--- src/rtl/countdown_ctrl_pkg.sv ---
`default_nettype none
// ============================================================================
// Module      : countdown_ctrl_pkg
// Description : Shared types and constants for the M:SS countdown controller.
// Revision    : 1.0 - initial release
// ============================================================================
package countdown_ctrl_pkg;

    typedef enum logic [2:0] {
        ST_IDLE  = 3'd0,
        ST_ENTRY = 3'd1,
        ST_LOAD  = 3'd2,
        ST_RUN   = 3'd3,
        ST_PAUSE = 3'd4,
        ST_DONE  = 3'd5
    } state_t;

    typedef logic [3:0] bcd_t;

    localparam bcd_t MAX_SEC_TENS = 4'd5;
    localparam bcd_t MAX_DIGIT    = 4'd9;
    localparam int   DIGITS       = 3;
    localparam int   CNT_W        = $clog2(DIGITS + 1);

    typedef logic [CNT_W-1:0] cnt_t;

    localparam cnt_t DIGIT_CNT = cnt_t'(DIGITS);

    function automatic logic is_bcd(input bcd_t d);
        return d <= MAX_DIGIT;
    endfunction

endpackage
`default_nettype wire

--- src/rtl/countdown_ctrl_tick_gen.sv ---
`default_nettype none
// ============================================================================
// Module      : tick_gen
// Description : Modulo-DIV counter with run/hold/clear; wrap marks the last count.
// Revision    : 1.0 - initial release
// ============================================================================
module tick_gen #(
    parameter int DIV = 4
) (
    input  logic clock,
    input  logic clrn,
    input  logic run,
    input  logic hold,
    input  logic clear,
    output logic wrap
);

    localparam int             W      = (DIV > 1) ? $clog2(DIV) : 1;
    localparam logic [W-1:0]   c_last = W'(DIV - 1);

    logic [W-1:0] r_count;

    always_ff @(posedge clock or negedge clrn) begin
        if (!clrn) begin
            r_count <= '0;
        end else if (clear) begin
            r_count <= '0;
        end else if (run && !hold) begin
            r_count <= (r_count == c_last) ? '0 : r_count + 1'b1;
        end
    end

    assign wrap = (r_count == c_last);

endmodule
`default_nettype wire

--- src/rtl/countdown_ctrl.sv ---
`default_nettype none
// ============================================================================
// Module      : countdown_ctrl
// Description : Keypad preset entry, load/run/pause sequencing and alarm for an
//               M:SS countdown timer.
// Revision    : 1.0 - initial release
// ============================================================================
module countdown_ctrl
    import countdown_ctrl_pkg::*;
#(
    parameter int TICK_DIV    = 50_000_000,
    parameter int ALARM_TICKS = 5
) (
    input  logic        clock,
    input  logic        clrn,
    input  logic        key_valid,
    input  logic [3:0]  key_digit,
    input  logic        start,
    input  logic        stop,
    input  logic        clear_key,
    input  logic        zero,
    output logic [11:0] data,
    output logic        loadn,
    output logic        timer_clrn,
    output logic        enable,
    output logic        running,
    output logic        alarm,
    output logic        entry_err
);

    state_t r_state, w_state_next;
    bcd_t   r_mins, r_tens, r_ones;
    bcd_t   w_mins_next, w_tens_next, w_ones_next;
    cnt_t   r_count, w_count_next;
    logic   w_err_ev, w_clr_ev;
    logic   w_presc_wrap, w_alarm_wrap, w_alarm_done;
    logic   w_key_ok, w_all_zero;
    logic   r_loadn, r_timer_clrn, r_running, r_alarm, r_entry_err;

    assign w_key_ok   = key_valid && is_bcd(key_digit);
    assign w_all_zero = (r_mins == '0) && (r_tens == '0) && (r_ones == '0);

    // Stop is ignored on the same cycle zero arrives: reaching 0:00 wins.
    tick_gen #(.DIV(TICK_DIV)) u_presc (
        .clock (clock),
        .clrn  (clrn),
        .run   ((r_state == ST_RUN) || (r_state == ST_DONE)),
        .hold  ((r_state == ST_RUN) && stop && !zero),
        .clear (r_state == ST_LOAD),
        .wrap  (w_presc_wrap)
    );

    // Counts prescaler wraps while the alarm is sounding.
    tick_gen #(.DIV(ALARM_TICKS)) u_alarm (
        .clock (clock),
        .clrn  (clrn),
        .run   ((r_state == ST_DONE) && w_presc_wrap),
        .hold  (1'b0),
        .clear (r_state != ST_DONE),
        .wrap  (w_alarm_wrap)
    );

    assign w_alarm_done = (r_state == ST_DONE) && w_presc_wrap && w_alarm_wrap;

    always_comb begin
        w_state_next = r_state;
        w_mins_next  = r_mins;
        w_tens_next  = r_tens;
        w_ones_next  = r_ones;
        w_count_next = r_count;
        w_err_ev     = 1'b0;
        w_clr_ev     = 1'b0;
        case (r_state)
            ST_IDLE: begin
                if (w_key_ok) begin
                    w_mins_next  = '0;
                    w_tens_next  = '0;
                    w_ones_next  = key_digit;
                    w_count_next = cnt_t'(1);
                    w_state_next = ST_ENTRY;
                end
            end
            ST_ENTRY: begin
                if (clear_key) begin
                    w_mins_next  = '0;
                    w_tens_next  = '0;
                    w_ones_next  = '0;
                    w_count_next = '0;
                    w_state_next = ST_IDLE;
                end else if (stop) begin
                    w_state_next = ST_ENTRY;
                end else if (start) begin
                    if (r_tens > MAX_SEC_TENS) begin
                        w_err_ev     = 1'b1;
                        w_mins_next  = '0;
                        w_tens_next  = '0;
                        w_ones_next  = '0;
                        w_count_next = '0;
                        w_state_next = ST_IDLE;
                    end else if (!w_all_zero) begin
                        w_state_next = ST_LOAD;
                    end
                end else if (w_key_ok && (r_count < DIGIT_CNT)) begin
                    w_mins_next  = r_tens;
                    w_tens_next  = r_ones;
                    w_ones_next  = key_digit;
                    w_count_next = r_count + 1'b1;
                end
            end
            ST_LOAD: begin
                w_state_next = ST_RUN;
            end
            ST_RUN: begin
                if (zero) begin
                    w_state_next = ST_DONE;
                end else if (stop) begin
                    w_state_next = ST_PAUSE;
                end
            end
            ST_PAUSE: begin
                if (clear_key) begin
                    w_clr_ev     = 1'b1;
                    w_mins_next  = '0;
                    w_tens_next  = '0;
                    w_ones_next  = '0;
                    w_count_next = '0;
                    w_state_next = ST_IDLE;
                end else if (stop) begin
                    w_state_next = ST_PAUSE;
                end else if (start) begin
                    w_state_next = ST_RUN;
                end
            end
            ST_DONE: begin
                if (clear_key || key_valid || w_alarm_done) begin
                    w_clr_ev     = 1'b1;
                    w_state_next = ST_IDLE;
                end
            end
            default: begin
                w_state_next = ST_IDLE;
            end
        endcase
    end

    always_ff @(posedge clock or negedge clrn) begin
        if (!clrn) begin
            r_state      <= ST_IDLE;
            r_mins       <= '0;
            r_tens       <= '0;
            r_ones       <= '0;
            r_count      <= '0;
            r_loadn      <= 1'b1;
            r_timer_clrn <= 1'b0;
            r_running    <= 1'b0;
            r_alarm      <= 1'b0;
            r_entry_err  <= 1'b0;
        end else begin
            r_state      <= w_state_next;
            r_mins       <= w_mins_next;
            r_tens       <= w_tens_next;
            r_ones       <= w_ones_next;
            r_count      <= w_count_next;
            r_loadn      <= (w_state_next != ST_LOAD);
            r_timer_clrn <= !w_clr_ev;
            r_running    <= (w_state_next == ST_RUN);
            r_alarm      <= (w_state_next == ST_DONE);
            r_entry_err  <= w_err_ev;
        end
    end

    assign data       = {r_mins, r_tens, r_ones};
    assign loadn      = r_loadn;
    assign timer_clrn = r_timer_clrn;
    assign running    = r_running;
    assign alarm      = r_alarm;
    assign entry_err  = r_entry_err;
    assign enable     = (r_state == ST_RUN) && w_presc_wrap && !zero;

endmodule
`default_nettype wire

--- config.mk ---
export PLATFORM = sky130hd
export DESIGN_NAME = countdown_ctrl
export DESIGN_NICKNAME = d
export VERILOG_FILES = /design/src/rtl/countdown_ctrl_pkg.sv /design/src/rtl/countdown_ctrl_tick_gen.sv /design/src/rtl/countdown_ctrl.sv
export SDC_FILE = /design/constraint.sdc
export NUM_CORES = 1
export LEC_CHECK = 0
export BUFFER_PORTS_ARGS = -buffer_cell sky130_fd_sc_hd__buf_2
export CORE_MARGIN = 1.5
export CORE_UTILIZATION = 53
export CTS_CLUSTER_SIZE = 12
export DETAILED_ROUTE_END_ITERATION = 8
export GPL_TIMING_DRIVEN = 0
export PLACE_DENSITY_LB_ADDON = 0.12
export SLEW_MARGIN = 20
export SYNTH_ARGS = -nofsm -noshare
export SYNTH_HDL_FRONTEND = slang
export SYNTH_SLANG_ARGS = --single-unit
--- constraint.sdc ---
create_clock -name clock -period 2 [get_ports clock]
set_clock_uncertainty 0.05 [all_clocks]
set_input_delay 0.3 -clock clock [delete_from_list [all_inputs] [get_ports clock]]
set_output_delay 0.3 -clock clock [all_outputs]
set_load 0.02 [all_outputs]
# Yosys cells after proc, flatten, opt, wreduce, memory -nomap -nowiden

Cells that the tools add are included.

Bits in registers: 51
Input port bits: 11
Output and inout port bits: 18
Logic and storage cells: 113

$add $sub $neg: 3
Order comparisons: 3
Equal/unequal tests: 16
Muxes and demuxes: 54
Reduce and logical (&&, ||, !) cells: 25

Operators with widths:

| kind                                                           | count |
|---|---|
| 2-to-1 mux 26 bit                                              | 3 |
| 2-to-1 mux 4 bit                                               | 16 |
| 2-to-1 mux 3 bit                                               | 15 |
| case mux 4 bit (3 select lines)                                | 3 |
| adder 26 x 1 -> 26 bit (second input constant)                 | 1 |
| equality test 26 bit (second input constant)                   | 1 |
| case mux 3 bit (6 select lines)                                | 1 |
| 2-to-1 mux 2 bit                                               | 7 |
| equality test 3 bit (second input constant)                    | 4 |
| zero test 4 bit                                                | 3 |
| logical AND 1 bit                                              | 11 |
| equality test 3 x 2 -> 1 bit (second input constant)           | 3 |
| != test 4 bit (second input constant)                          | 2 |
| 2-to-1 mux 1 bit                                               | 7 |
| != test 3 bit (second input constant)                          | 2 |
| case mux 2 bit (3 select lines)                                | 1 |
| AND reduction 6 bit                                            | 1 |
| greater-than comparator 4 x 3 -> 1 bit (second input constant) | 1 |
| <= comparator 4 bit (second input constant)                    | 1 |
| != test 2 bit (second input constant)                          | 2 |
| nonzero test 2 bit                                             | 2 |
| adder 3 x 1 -> 3 bit (second input constant)                   | 1 |
| equality test 3 x 1 -> 1 bit (second input constant)           | 1 |
| zero test 1 bit                                                | 3 |
| other kinds (7)                                                | 9 |

# Logic depth before layout (Yosys ltp)

Depth after elaboration: 10
Mapped depth: 8
Gate-level depth less buffers: 6

# By module

A second synthesis with hierarchy kept.

Cell total of the unflattened synthesis: 342
Area, all modules: 3075.4 µm²

Modules (own cells, without submodules):

| module             | times used | cells an instance | area an instance (µm²) | seq. area each (µm²) |
|---|---|---|---|---|
| tick_gen (u_presc) | 1          | 195               | 1692.9                 | 650.6 |
| countdown_ctrl     | 1          | 126               | 1204.9                 | 551.8 |
| tick_gen (u_alarm) | 1          | 21                | 177.7                  | 75.1 |

# Worst setup path after synthesis

Ideal clock, no wire load.

Kind: reg2reg
Start point: reg u_presc.r_count[0]
End point: reg u_alarm.r_count[2]
Setup time: 0.079 ns
Data arrival time: 2.008 ns
Required time: 1.871 ns
Slack: -0.137 ns
Stages on the path, launching flop included: 8
Path buffers: 1
Period minus slack after synthesis: 2.137 ns
Path through: dfrtp_1 > ha_1 > and3_2 > nand3_4 > or4_4 > buf_6 > or3b_1 > a21oi_1

Word-level cells in the longest chain between the ends: 3

Ends and longest elaborated chain:

| item                         | line                          | source |
|---|---|---|
| from (decl)                  | countdown_ctrl_tick_gen.sv:21 | `logic [W-1:0] r_count;` |
| from (signal assigned)       | countdown_ctrl_tick_gen.sv:29 | `r_count <= (r_count == c_last) ? '0 : r_count + 1'b1;` |
| equality test 26 bit         | countdown_ctrl_tick_gen.sv:33 | `assign wrap = (r_count == c_last);` |
| logical AND 1 bit            | countdown_ctrl.sv:57          | `.run ((r_state == ST_DONE) && w_presc_wrap),` |
| nonzero test 2 bit (no line) | n/a                           |  |
| to (signal assigned)         | countdown_ctrl_tick_gen.sv:29 |  |
| to (decl)                    | countdown_ctrl_tick_gen.sv:21 |  |

No other way between the ends.
A chain may end at the register's enable or synchronous reset.

# Final worst setup path

Start point: reg u_presc.r_count[11]
End point: reg u_presc.r_count[18]

Word-level cells in the longest chain between the ends: 4
Elaborated cells between the ends (all ways): 5
Those cells by class: 1 x add/sub; 1 x eq/ne; 3 x mux

Ends and longest elaborated chain:

| item                                                                  | line                          | source |
|---|---|---|
| adder 26 x 1 -> 26 bit / equality test 26 bit (equally long branches) | countdown_ctrl_tick_gen.sv:29 |  |
| 2-to-1 mux 26 bit *                                                   | countdown_ctrl_tick_gen.sv:29 |  |
| 2-to-1 mux 26 bit *                                                   | countdown_ctrl_tick_gen.sv:28 | `end else if (run && !hold) begin` |
| 2-to-1 mux 26 bit *                                                   | countdown_ctrl_tick_gen.sv:26 | `end else if (clear) begin` |

Every way passes the cells marked *; elsewhere a longest branch is shown, timed or not. The select of a mux whose other input is x is not followed.

==> out/metrics.yaml <==
status: "finished with violations"
failed_checks: "setup timing"
ir_worst_vdd_uv: 554
yosysMostFrequentCell: "dfrtp_1"
synth-adder-area-share_pct: 1.76
synth_edf_count: 0
clk_path_buf_depth: 2
hold_path.class: "in -> reg"
core-area_um2: 5140
finalWorstSetupSlack_ns: -0.0861
synth_cell_type_count: 56
grtUsageTotal_pct: 23.0
synth_top_family_by_area: "simple AND/OR/NAND/NOR gates"
crit_arrival_ns: 2.23
final_cells: 430
cts_tree: "done"
synth_warnings: 0
period_needed_ns: 2.09
drt-total-wl_mm: 6.49
slew_headroom_pct: 56.3
setup_viol: 19
wl_per_cell_um: 15.1
hold_violations: 0
port_buffers: 27
synth_xor_xnor_area_share_pct: 4.62
antenna_found_initial: 0
area_growth_pct: 23.5
synth_top_area_share_pct: 44.0
drive_above_1_share_pct: 28.1
die_y_um: 76.2
fin_util_pct: 68.3
synth_area_leaders: "dfrtp_1 (44%), mux2i_1 (4.9%), nand2_1 (4.1%)"
synth_compound_area_share_pct: 12.0
cp-end-kind: "flip-flop"
rsz0062_at_grt: "true"
place.gp.congestion: 0.860
synthArstFlopShare_pct: 100
cts.sink_count: 51
holdWs_ns: 0.176
synth_simple_gate_area_share_pct: 25.7
overflow: 0
period_share_pct: 104
initial_utilization_pct: 55.3
cts-root-buf: "clkbuf_8"
drv_cap: 0
grt_max_degree: 52
insertedDiodeCount: 0
drv_slew: 0
p_leak_uw: 0.00152
fin_nets: 374
worstPathRequired_ns: 2.15
via_per_inst: 5.63
grt_pass1_vias: 2328
p_per_area_nw_per_um2: 1010
yosys_register_bits: 51
detail_route.iter0.violations: 135
ys_seq_area_share_pct: 45.0
grt_pass1_wl_mm: 10.8
first_pass_iters: 4
syn_nets: 323
die_w_um: 76.2
crit_type: "reg -> reg"
avgSynthCellArea_um2: 9.23
ant_nets: 0
ys_top_cells_by_count: "dfrtp_1 (50), nand2_1 (31), nor2_1 (28)"
numCtsBuffers: 5
fill_cells: 427
tightestPinTransition_ns: 0.656
die_area_um2: 5810
vias: 2419
crit_path_max_fanout: 7
htree_levels: 2
rows: 26
post-place-cells: 405
drc: 0
path_clk_slew_ns: 0.10
netlist_instances: 308
yosys.area.top_type: "dfrtp_1"
hpwl_mm: 4.11
synth-main-ff-cell: "dfrtp_1"
place_ws_ns: -0.456
clock_latency_ns: 0.31
fmaxAchievable_mhz: 479
synth_mux_area_share_pct: 5.72
ioPinCount: 29
critPathLaunchType: "flip-flop"
netlist_area_um2: 2840
## layout by cell type (no fill, tap or decap), types with 3 or more instances in the layout
master     count
a211oi_1       3
a21oi_1       11
a22o_1         4
a31oi_1        4
and3_1         4
and4_1         4
buf_2         26
buf_4         21
buf_6          4
clkbuf_1       3
clkbuf_2       3
clkbuf_8       5
dfrtp_1       49
ha_1           3
inv_1         21
mux2i_1       14
nand2_1       31
nand2b_1       5
nand3_1       12
nand4_1        8
nor2_1        15
nor2_2        12
nor3_1         8
nor4_1         4
nor4_2         3
o21ai_0       12
o21ai_1        3
o2bb2ai_1      3
or3_1          3
xnor2_1        7
xor2_1         8
## metrics by stage
step / setup TNS [ns] / total power, uW / instance area (um2)
2_1_floorplan: -0.0613 / 2210 / 2860
3_3_place_gp: -9.42 / 2520 / 3080
3_5_place_dp: -10.03 / 2540 / 3080
4_1_cts: -0.660 / 3530 / 3440
5_1_grt: -2.85 / 3770 / 3510
6_report: -1.13 / 3550 / 3510
## cell families (layout without fill, tap and decap cells)
logic type,after synthesis,in the layout
buffers and inverters,36,88
AND/OR/NAND/NOR,133,133
flip-flops,51,51
XOR/XNOR,15,15
adder cells (fa/ha/maj),4,4
multiplexers,16,16
AO/OA/AOI/OAI,53,53
## critical path, cell delays in order (launching register included)
cell and delay, ns:
dfrtp_2 0.45, nor4b_4 0.31, nand2_1 0.08, or4_4 0.61, a21oi_4 0.26, buf_6 0.17, nor2_1 0.04
## state kept, by name, summed over array words and instances (netlist names), 2 cells and up
name / flops
r_mins: 4
r_ones: 4
r_state: 3
u_alarm.r_count: 3
u_presc.r_count: 26
r_tens: 4
r_count: 2
## area by class of cell
cell class,instances,area [um2],share of cell area (%)
Multi-Input combinational cell,221,1560,44.3
Clock inverter,3,67.6,1.93
Tap cell,70,87.6,2.50
Buffer,10,53.8,1.53
Inverter,21,78.8,2.25
Clock buffer,5,68.8,1.96
Timing Repair Buffer,49,319,9.09
Sequential cell,51,1280,36.4
## routing by layer
| layer | up-vias | wire length, um | global-route usage, % | share of wire (%) |
|---|---|---|---|---|
| met1 | 1156 | 3040 | 30.0 | 47 |
| li1 | 1191 | - | - | - |
| met3 | 9 | 299 | 4.43 | 4.6 |
| met5 | - | 0 | 0 | 0 |
| met2 | 63 | 3040 | 37.9 | 47 |
| met4 | 0 | 112 | 8.70 | 1.7 |
## where the power goes
group	internal [uW]	switching (uW)	leakage [uW]
clock network	499	354	0.0000644
logic	544	785	0.000773
registers	1200	169	0.000681
## worst paths after layout
kind	start	to	slack, ns	depth (start not counted)
setup / recovery	u_presc.r_count[11]	u_presc.r_count[18]	-0.09	6
hold / removal	key_digit[0]	r_ones[0]	0.18	3
setup reg to reg	u_presc.r_count[11]	u_presc.r_count[18]	-0.09	6
hold reg to reg	r_mins[2]	r_mins[2]	0.49	2
max in group asynchronous	clrn	u_presc.r_count[11]	0.92	2
min in group asynchronous	clrn	r_mins[2]	0.49	2
## timing repair
action | CTS | global route
hold endpoints to repair | 50 | 0
endpoints found under the setup margin | 44 | 40
hold buffers | 1 | 0
gates resized for setup | 27 | 16
pin swaps | 15 | 9
gates cloned | 1 | 0
buffers inserted | 17 | 3
(Power assumes the default switching activity.)
